[src/rtl/mem_stage.sv]
// -----------------------------------------------------------------------------
// mem_stage
//   MEM pipeline stage. It talks to data memory through a req/ack handshake,
//   freezes the upstream pipeline while an access is outstanding, resolves
//   branches, and drives the MEM/WB pipeline register.
//
//   State table:
//     IDLE | no access outstanding; a memory op at the inputs launches one
//     REQ  | dmem_req held with stable addr/wdata/we until dmem_ack
//     DONE | read data captured; the op retires into MEM/WB this cycle
//
//   Optional feature macro: MEM_ALIGN_CHECK_EN
//     When defined, memory ops with result_in[2:0] != 0 issue no request,
//     retire with wb_reg_write=0, and flag misaligned for one MEM/WB cycle.
//     When undefined, addresses are issued as-is and misaligned is tied 0.
//
//   Ports:
//     clock, reset           rising-edge clock, synchronous active-high reset
//     adder_in ... reg_write_in  EX/MEM inputs (branch target, ALU result /
//                            address, store data, rd, control bits)
//     dmem_req/we/addr/wdata data-memory request (registered)
//     dmem_rdata, dmem_ack   data-memory response
//     pc_src, branch_target  branch taken and its target
//     flush_out              flush IF/ID, ID/EX, EX/MEM on a taken branch
//     stall                  freeze PC, IF/ID, ID/EX, EX/MEM
//     wb_*                   MEM/WB register outputs
//     misaligned             alignment fault flag (MEM/WB timing)
// -----------------------------------------------------------------------------
module mem_stage (
    input  logic        clock,
    input  logic        reset,
    input  logic [63:0] adder_in,
    input  logic [63:0] result_in,
    input  logic [63:0] write_data_in,
    input  logic [4:0]  rd_in,
    input  logic        branch_in,
    input  logic        zero_in,
    input  logic        mem_read_in,
    input  logic        mem_write_in,
    input  logic        mem_to_reg_in,
    input  logic        reg_write_in,
    output logic        dmem_req,
    output logic        dmem_we,
    output logic [63:0] dmem_addr,
    output logic [63:0] dmem_wdata,
    input  logic [63:0] dmem_rdata,
    input  logic        dmem_ack,
    output logic        pc_src,
    output logic [63:0] branch_target,
    output logic        flush_out,
    output logic        stall,
    output logic [63:0] wb_read_data,
    output logic [63:0] wb_result,
    output logic [4:0]  wb_rd,
    output logic        wb_mem_to_reg,
    output logic        wb_reg_write,
    output logic        wb_valid,
    output logic        misaligned
);

    typedef enum logic [1:0] {
        IDLE = 2'd0,
        REQ  = 2'd1,
        DONE = 2'd2
    } state_t;

    state_t      state;
    logic [63:0] rdata_cap;
    logic        mem_op;
    logic        misalign;
    logic        issue_op;

    assign mem_op = mem_read_in | mem_write_in;

`ifdef MEM_ALIGN_CHECK_EN
    assign misalign = mem_op & (result_in[2:0] != 3'b000);
`else
    assign misalign = 1'b0;
`endif

    // A misaligned op behaves like a non-memory op: no request, no stall.
    assign issue_op = mem_op & ~misalign;

    // In DONE the retiring op is still at the inputs; it must not stall
    // again or it would never leave the stage.
    assign stall         = ((state == IDLE) & issue_op) | (state == REQ);
    assign pc_src        = branch_in & zero_in & ~stall;
    assign flush_out     = pc_src;
    assign branch_target = adder_in;

    always_ff @(posedge clock) begin
        if (reset) begin
            state      <= IDLE;
            dmem_req   <= 1'b0;
            dmem_we    <= 1'b0;
            dmem_addr  <= 64'd0;
            dmem_wdata <= 64'd0;
            rdata_cap  <= 64'd0;
        end else begin
            case (state)
                IDLE: begin
                    if (issue_op) begin
                        state      <= REQ;
                        dmem_req   <= 1'b1;
                        dmem_we    <= mem_write_in;
                        dmem_addr  <= result_in;
                        dmem_wdata <= write_data_in;
                    end
                end
                REQ: begin
                    if (dmem_ack) begin
                        state     <= DONE;
                        dmem_req  <= 1'b0;
                        dmem_we   <= 1'b0;
                        rdata_cap <= dmem_rdata;
                    end
                end
                DONE: begin
                    state <= IDLE;
                end
                default: begin
                    state    <= IDLE;
                    dmem_req <= 1'b0;
                    dmem_we  <= 1'b0;
                end
            endcase
        end
    end

    // MEM/WB register: bubble while stalled, otherwise the current op.
    always_ff @(posedge clock) begin
        if (reset || stall) begin
            wb_read_data  <= 64'd0;
            wb_result     <= 64'd0;
            wb_rd         <= 5'd0;
            wb_mem_to_reg <= 1'b0;
            wb_reg_write  <= 1'b0;
            wb_valid      <= 1'b0;
            misaligned    <= 1'b0;
        end else begin
            wb_read_data  <= (state == DONE) ? rdata_cap : 64'd0;
            wb_result     <= result_in;
            wb_rd         <= rd_in;
            wb_mem_to_reg <= mem_to_reg_in;
            wb_reg_write  <= reg_write_in & ~misalign;
            wb_valid      <= 1'b1;
            misaligned    <= misalign;
        end
    end

endmodule

[config.mk]
export PLATFORM = sky130hd
export DESIGN_NAME = mem_stage
export DESIGN_NICKNAME = d
export VERILOG_FILES = /design/src/rtl/mem_stage.sv
export SDC_FILE = /design/constraint.sdc
export NUM_CORES = 1
export LEC_CHECK = 0
export BUFFER_PORTS_ARGS = -buffer_cell sky130_fd_sc_hd__buf_2
export CORE_AREA = 2 2 236 238
export DETAILED_ROUTE_END_ITERATION = 8
export DIE_AREA = 0 0 238 240
export PLACE_DENSITY = 0.41
export SLEW_MARGIN = 20
export SYNTH_ARGS = -nofsm -noshare
export SYNTH_HDL_FRONTEND = slang
export SYNTH_SLANG_ARGS = --single-unit
[constraint.sdc]
create_clock -name clock -period 1.9 [get_ports clock]
set_input_delay 0.19 -clock clock [delete_from_list [all_inputs] [get_ports clock]]
set_output_delay 0.19 -clock clock [all_outputs]
set_load 0.1 [all_outputs]
== After elaboration in Yosys (flattened, before gate mapping) ==
Index checks and enable logic that the tools add are counted.

* Bits in registers: 332
* Input port bits: 270
* Output and inout bits: 334
* Word-level logic and storage cells: 39

* Eq/ne operators: 4
* Mux-type cells: 9
* Bitwise logic cells: 7
* Reduce and logical (&&, ||, !) cells: 7

{| class="wikitable"
|+ Operators by type and width
! kind !! number
|-
| $pmux W1 S3 || 2
|-
| $reduce_and A2 Y1 || 3
|-
| $mux W1 || 4
|-
| $mux W2 || 2
|-
| $ne A2 B2 Y1 const B || 2
|-
| $pmux W2 S2 || 1
|-
| $and A1 B1 Y1 || 3
|-
| $reduce_and A3 Y1 || 1
|-
| $eq A2 B1 Y1 const B || 1
|-
| $eq A2 B2 Y1 const B || 1
|-
| $logic_not A2 Y1 || 1
|-
| $not A1 Y1 || 2
|-
| $or A1 B1 Y1 || 2
|-
| $reduce_or A2 Y1 || 1
|-
| $logic_or A1 B1 Y1 || 1
|}

== Depth between registers and ports, before layout ==
* Word-level depth: 5
* Depth in mapped cells: 6
* Mapped depth without buffers: 3

== Worst setup path before layout ==
No wires, ideal clock.

* Path type: reg-to-output
* From: register state[0]
* To: output port pc_src
* Data arrival time: 3.246 ns
* Required time: 1.710 ns
* Slack: -1.536 ns
* Stages on the path, launching flop included: 6
* Path buffers: 2
* Cells stage by stage: dfxtp_1 buf_6 nor3_4 nor2_1 nor2_1 buf_4

* Cells in the longest elaborated chain, start to end: 5
* Elaborated cells on any way between the ends: 6
* Those cells by class: eq/ne: 1; bitwise: 4; reduce/logical: 1

{| class="wikitable"
|+ RTL lines
! element !! line !! source
|-
| start: declaration || 67 || <nowiki>state_t state;</nowiki>
|-
| start signal: assignment || 93 || <nowiki>state <= IDLE;</nowiki>
|-
| start signal: assignment || 103 || <nowiki>state <= REQ;</nowiki>
|-
| start signal: assignment || 112 || <nowiki>state <= DONE;</nowiki>
|-
| $logic_not A2 Y1 || 86 || <nowiki>assign stall = ((state == IDLE) & issue_op) | (state == REQ);</nowiki>
|-
| $and A1 B1 Y1 || 86 ||
|-
| $or A1 B1 Y1 (*) || 86 ||
|-
| via stall || 51 || <nowiki>output logic stall,</nowiki>
|-
| $not A1 Y1 (*) || 87 || <nowiki>assign pc_src = branch_in & zero_in & ~stall;</nowiki>
|-
| $and A1 B1 Y1 (*) || 87 ||
|-
| end: declaration || 48 || <nowiki>output logic pc_src,</nowiki>
|}

The timed path passes the listed nets; every way through them passes the cells marked *.

== Worst setup path after layout ==
* From: input port mem_write_in
* To: output port pc_src

* Cells in the longest elaborated chain, start to end: 5

{| class="wikitable"
|+ RTL lines
! element !! line !! source
|-
| start: declaration || 39 || <nowiki>input logic mem_write_in,</nowiki>
|-
| $or A1 B1 Y1 || 73 || <nowiki>assign mem_op = mem_read_in | mem_write_in;</nowiki>
|-
| $and A1 B1 Y1 || 86 ||
|-
| $or A1 B1 Y1 || 86 ||
|-
| $not A1 Y1 || 87 ||
|-
| $and A1 B1 Y1 || 87 ||
|}

Every way passes these cells.

==> results.sh <==
export IMPL_fin_nets=2080
export IMPL_worstHoldPathType="input pin to flip-flop"
export IMPL_clk_latency_ns=0.55
export IMPL_drive_above_1_share=0.3069
export IMPL_htreeDepth=2
export IMPL_die_w_um=238
export IMPL_n_fill_cell=5790
export IMPL_ys_seq_elements=332
export IMPL_worst_pin_slew_ns=0.6118
export IMPL_num_rows=86
export IMPL_crit_path_end_kind="primary output"
export IMPL_timing_final_crit_share=0.9378
export IMPL_yosys_area_share_xor_xnor=0
export IMPL_powerDensity_nw_per_um2=1084
export IMPL_synthMuxAreaShare=0
export IMPL_cts_inserted_buffers=40
export IMPL_synth_most_common_cell="dfxtp_1"
export IMPL_placed_area_sq_um=14040
export IMPL_clkTransAtPathRegs_ns=0.06
export IMPL_synth_fp_nets=1513
export IMPL_place_congestion=0.7798
export IMPL_synthTopCellsByCount="dfxtp_1 (332), a21oi_1 (194), and2_1 (135)"
export IMPL_p_sw_mw=6.290
export IMPL_seq_area_sq_um=6648
export IMPL_whs_path_depth=5
export IMPL_rr_worst_depth=5
export IMPL_finalHoldViolCount=0
export IMPL_synth_area_leaders="dfxtp_1 (58%), a21oi_1 (8.5%), and2_1 (7.4%)"
export IMPL_wire_per_inst_um=17.34
export IMPL_pin_count=604
export IMPL_drv_slew=0
export IMPL_synth_simple_area_share=0.1826
export IMPL_ys_flop_type="dfxtp_1"
export IMPL_synthAdderAreaFrac=0
export IMPL_hold_slack_ns=0.3528
export IMPL_finalCriticalPeriod_ns=1.782
export IMPL_grt_ovfl_total=0
export IMPL_grt_pass1_vias=10694
export IMPL_status="complete, no violations"
export IMPL_dr_first_iter_drc_count=395
export IMPL_drc=0
export IMPL_yosys_warnings=0
export IMPL_cts_tree="built"
export IMPL_clockBufferDepth=3
export IMPL_die_h_um=240
export IMPL_start_kind="input pin"
export IMPL_fin_tns_setup_ns=0
export IMPL_synth_compound_area_share=0.1445
export IMPL_synth_enable_flop_cells=0
export IMPL_start_util=0.2079
export IMPL_synth_top_area_cell="dfxtp_1"
export IMPL_dieArea_sq_um=57120
export IMPL_avgSynthCellArea_sq_um=9.141
export IMPL_area_growth_syn_to_layout_pct=52.53
export IMPL_setup_viol=0
export IMPL_crit_fanout=4
export IMPL_dp_hpwl_um=29190
export IMPL_intPower_mw=12.50
export IMPL_multi_input_area_sq_um=3754
export IMPL_async_reset_ff_frac=0
export IMPL_grt_pass1_wl_um=64270
export IMPL_antenna_found_initial=1
export IMPL_rsz0062_at_grt="no"
export IMPL_drv_cap=0
export IMPL_relSlewSlack=0.5921
export IMPL_synth_top_family_by_area="simple AND/OR/NAND/NOR gates"
export IMPL_cts_sinks=332
export IMPL_drt_pass1_iterations=5
export IMPL_power_clock_fraction=0.385
export IMPL_fin_worst_skew_ns=0.02418
export IMPL_totalWireLength_um=44110
export IMPL_required_ns=1.71
export IMPL_critical_path_class="input pin to primary output"
export IMPL_cts_root_buf="clkbuf_16"
export IMPL_cellLeakagePower_nw=7.722
export IMPL_num_vias=10713
export IMPL_synth_top_cell_area_share=0.5850
export IMPL_grt_max_degree=110
export IMPL_syn_cell_area_sq_um=11360
export IMPL_finalInstanceArea_sq_um=17330
export IMPL_coreArea_sq_um=54660
export IMPL_vias_per_cell=4.213
export IMPL_grt_usage=0.1457
export IMPL_synth_distinct_cells=26
export IMPL_ant_nets=0
export IMPL_io_buffers=474
export IMPL_max_freq_mhz=561.2
export IMPL_pwr_share_comb=0.218
export IMPL_synthCells=1243
export IMPL_ys_seq_area_frac=0.5850
export IMPL_swShare=0.3347
export IMPL_seqPwrFrac=0.397
export IMPL_arrival_ns=1.59
export IMPL_peakVddDrop_v=0.0005842
layout make-up:
cell class	count	share of cell area
Clock buffer	60	0.06678
Clock inverter	10	0.003682
Tap cell	704	0.05083
Multi-Input combinational cell	735	0.2166
Sequential cell	332	0.3836
Antenna cell	1	0.0001444
Inverter	3	0.0006498
Timing Repair Buffer	698	0.2777
final timing paths:
path / from / end / slack (ns)
min: mem_read_in / dmem_addr[37]$_SDFFE_PP0P_ / 0.35
max reg2reg: state[1]$_SDFFE_PP0P_ / dmem_we$_SDFFE_PP0P_ / 0.18
max: mem_write_in / pc_src / 0.12
min reg2reg: rdata_cap[23]$_SDFFE_PP0P_ / rdata_cap[23]$_SDFFE_PP0P_ / 0.45
worst max-delay path, stage by stage:
cell,delay [ns]
dlygate4sd3_1,0.57
buf_2,0.19
nor3_4,0.22
nor2_4,0.07
nor2_4,0.16
buf_12,0.19
through the flow:
stage / utilization / std cells / total power [mW] / setup slack [ns]
2_1_floorplan: - / 1243 / 11.06 / 0.05207
3_3_place_gp: 0.2569 / 2269 / 11.38 / 0.2908
3_5_place_dp: 0.2569 / 2269 / 11.40 / 0.2763
4_1_cts: 0.3167 / 2542 / 19.14 / 0.04651
5_1_grt: 0.3170 / 2542 / 19.64 / 0.03045
6_report: 0.3170 / 2543 / 18.79 / 0.1181
power groups by stage:
stage          logic (mW)  clock network, mW  registers, mW
2_1_floorplan        1.45                  0           9.61
3_3_place_gp         3.78                  0           7.61
3_5_place_dp         3.79                  0           7.61
4_1_cts              4.14               7.53           7.47
5_1_grt              4.30               7.84           7.50
6_report             4.09               7.24           7.46
logic make-up after synthesis:
group / count (synthesis)
flip-flops: 332
AND/OR/NAND/NOR: 408
other: 1
buffers and inverters: 176
AO/OA/AOI/OAI: 326
per-layer routing:
layer	part of all wire	track usage	routed length (um)
met5	0	0	0
met2	0.49	0.2526	21830
met3	0.068	0.04191	3003
met4	0.044	0.07027	1944
met1	0.39	0.1645	17330
cells in the final DEF, fill, tap and decap left out, types with 2 or more instances in the layout:
master,instances
buf_2,470
dfxtp_1,331
dlygate4sd3_1,203
a21oi_1,194
and2_1,135
nand2_1,132
nand3_1,129
o21ai_0,126
clkbuf_16,41
buf_12,19
clkbuf_1,13
clkinv_2,6
clkbuf_8,6
buf_4,5
nor2_4,4
o21ai_1,3
nor3_4,2
or2_4,2
inv_1,2
inv_6,2
repair_timing:
| action | in CTS | in global routing |
|---|---|---|
| hold buffers | 203 | 0 |
| endpoints found under the setup margin | 3 | 2 |
| hold endpoints to repair | 266 | 0 |
| pin swaps | 0 | 1 |
| gates resized for setup | 6 | 4 |
| buffers inserted | 0 | 0 |
(Power assumes the default switching activity.)
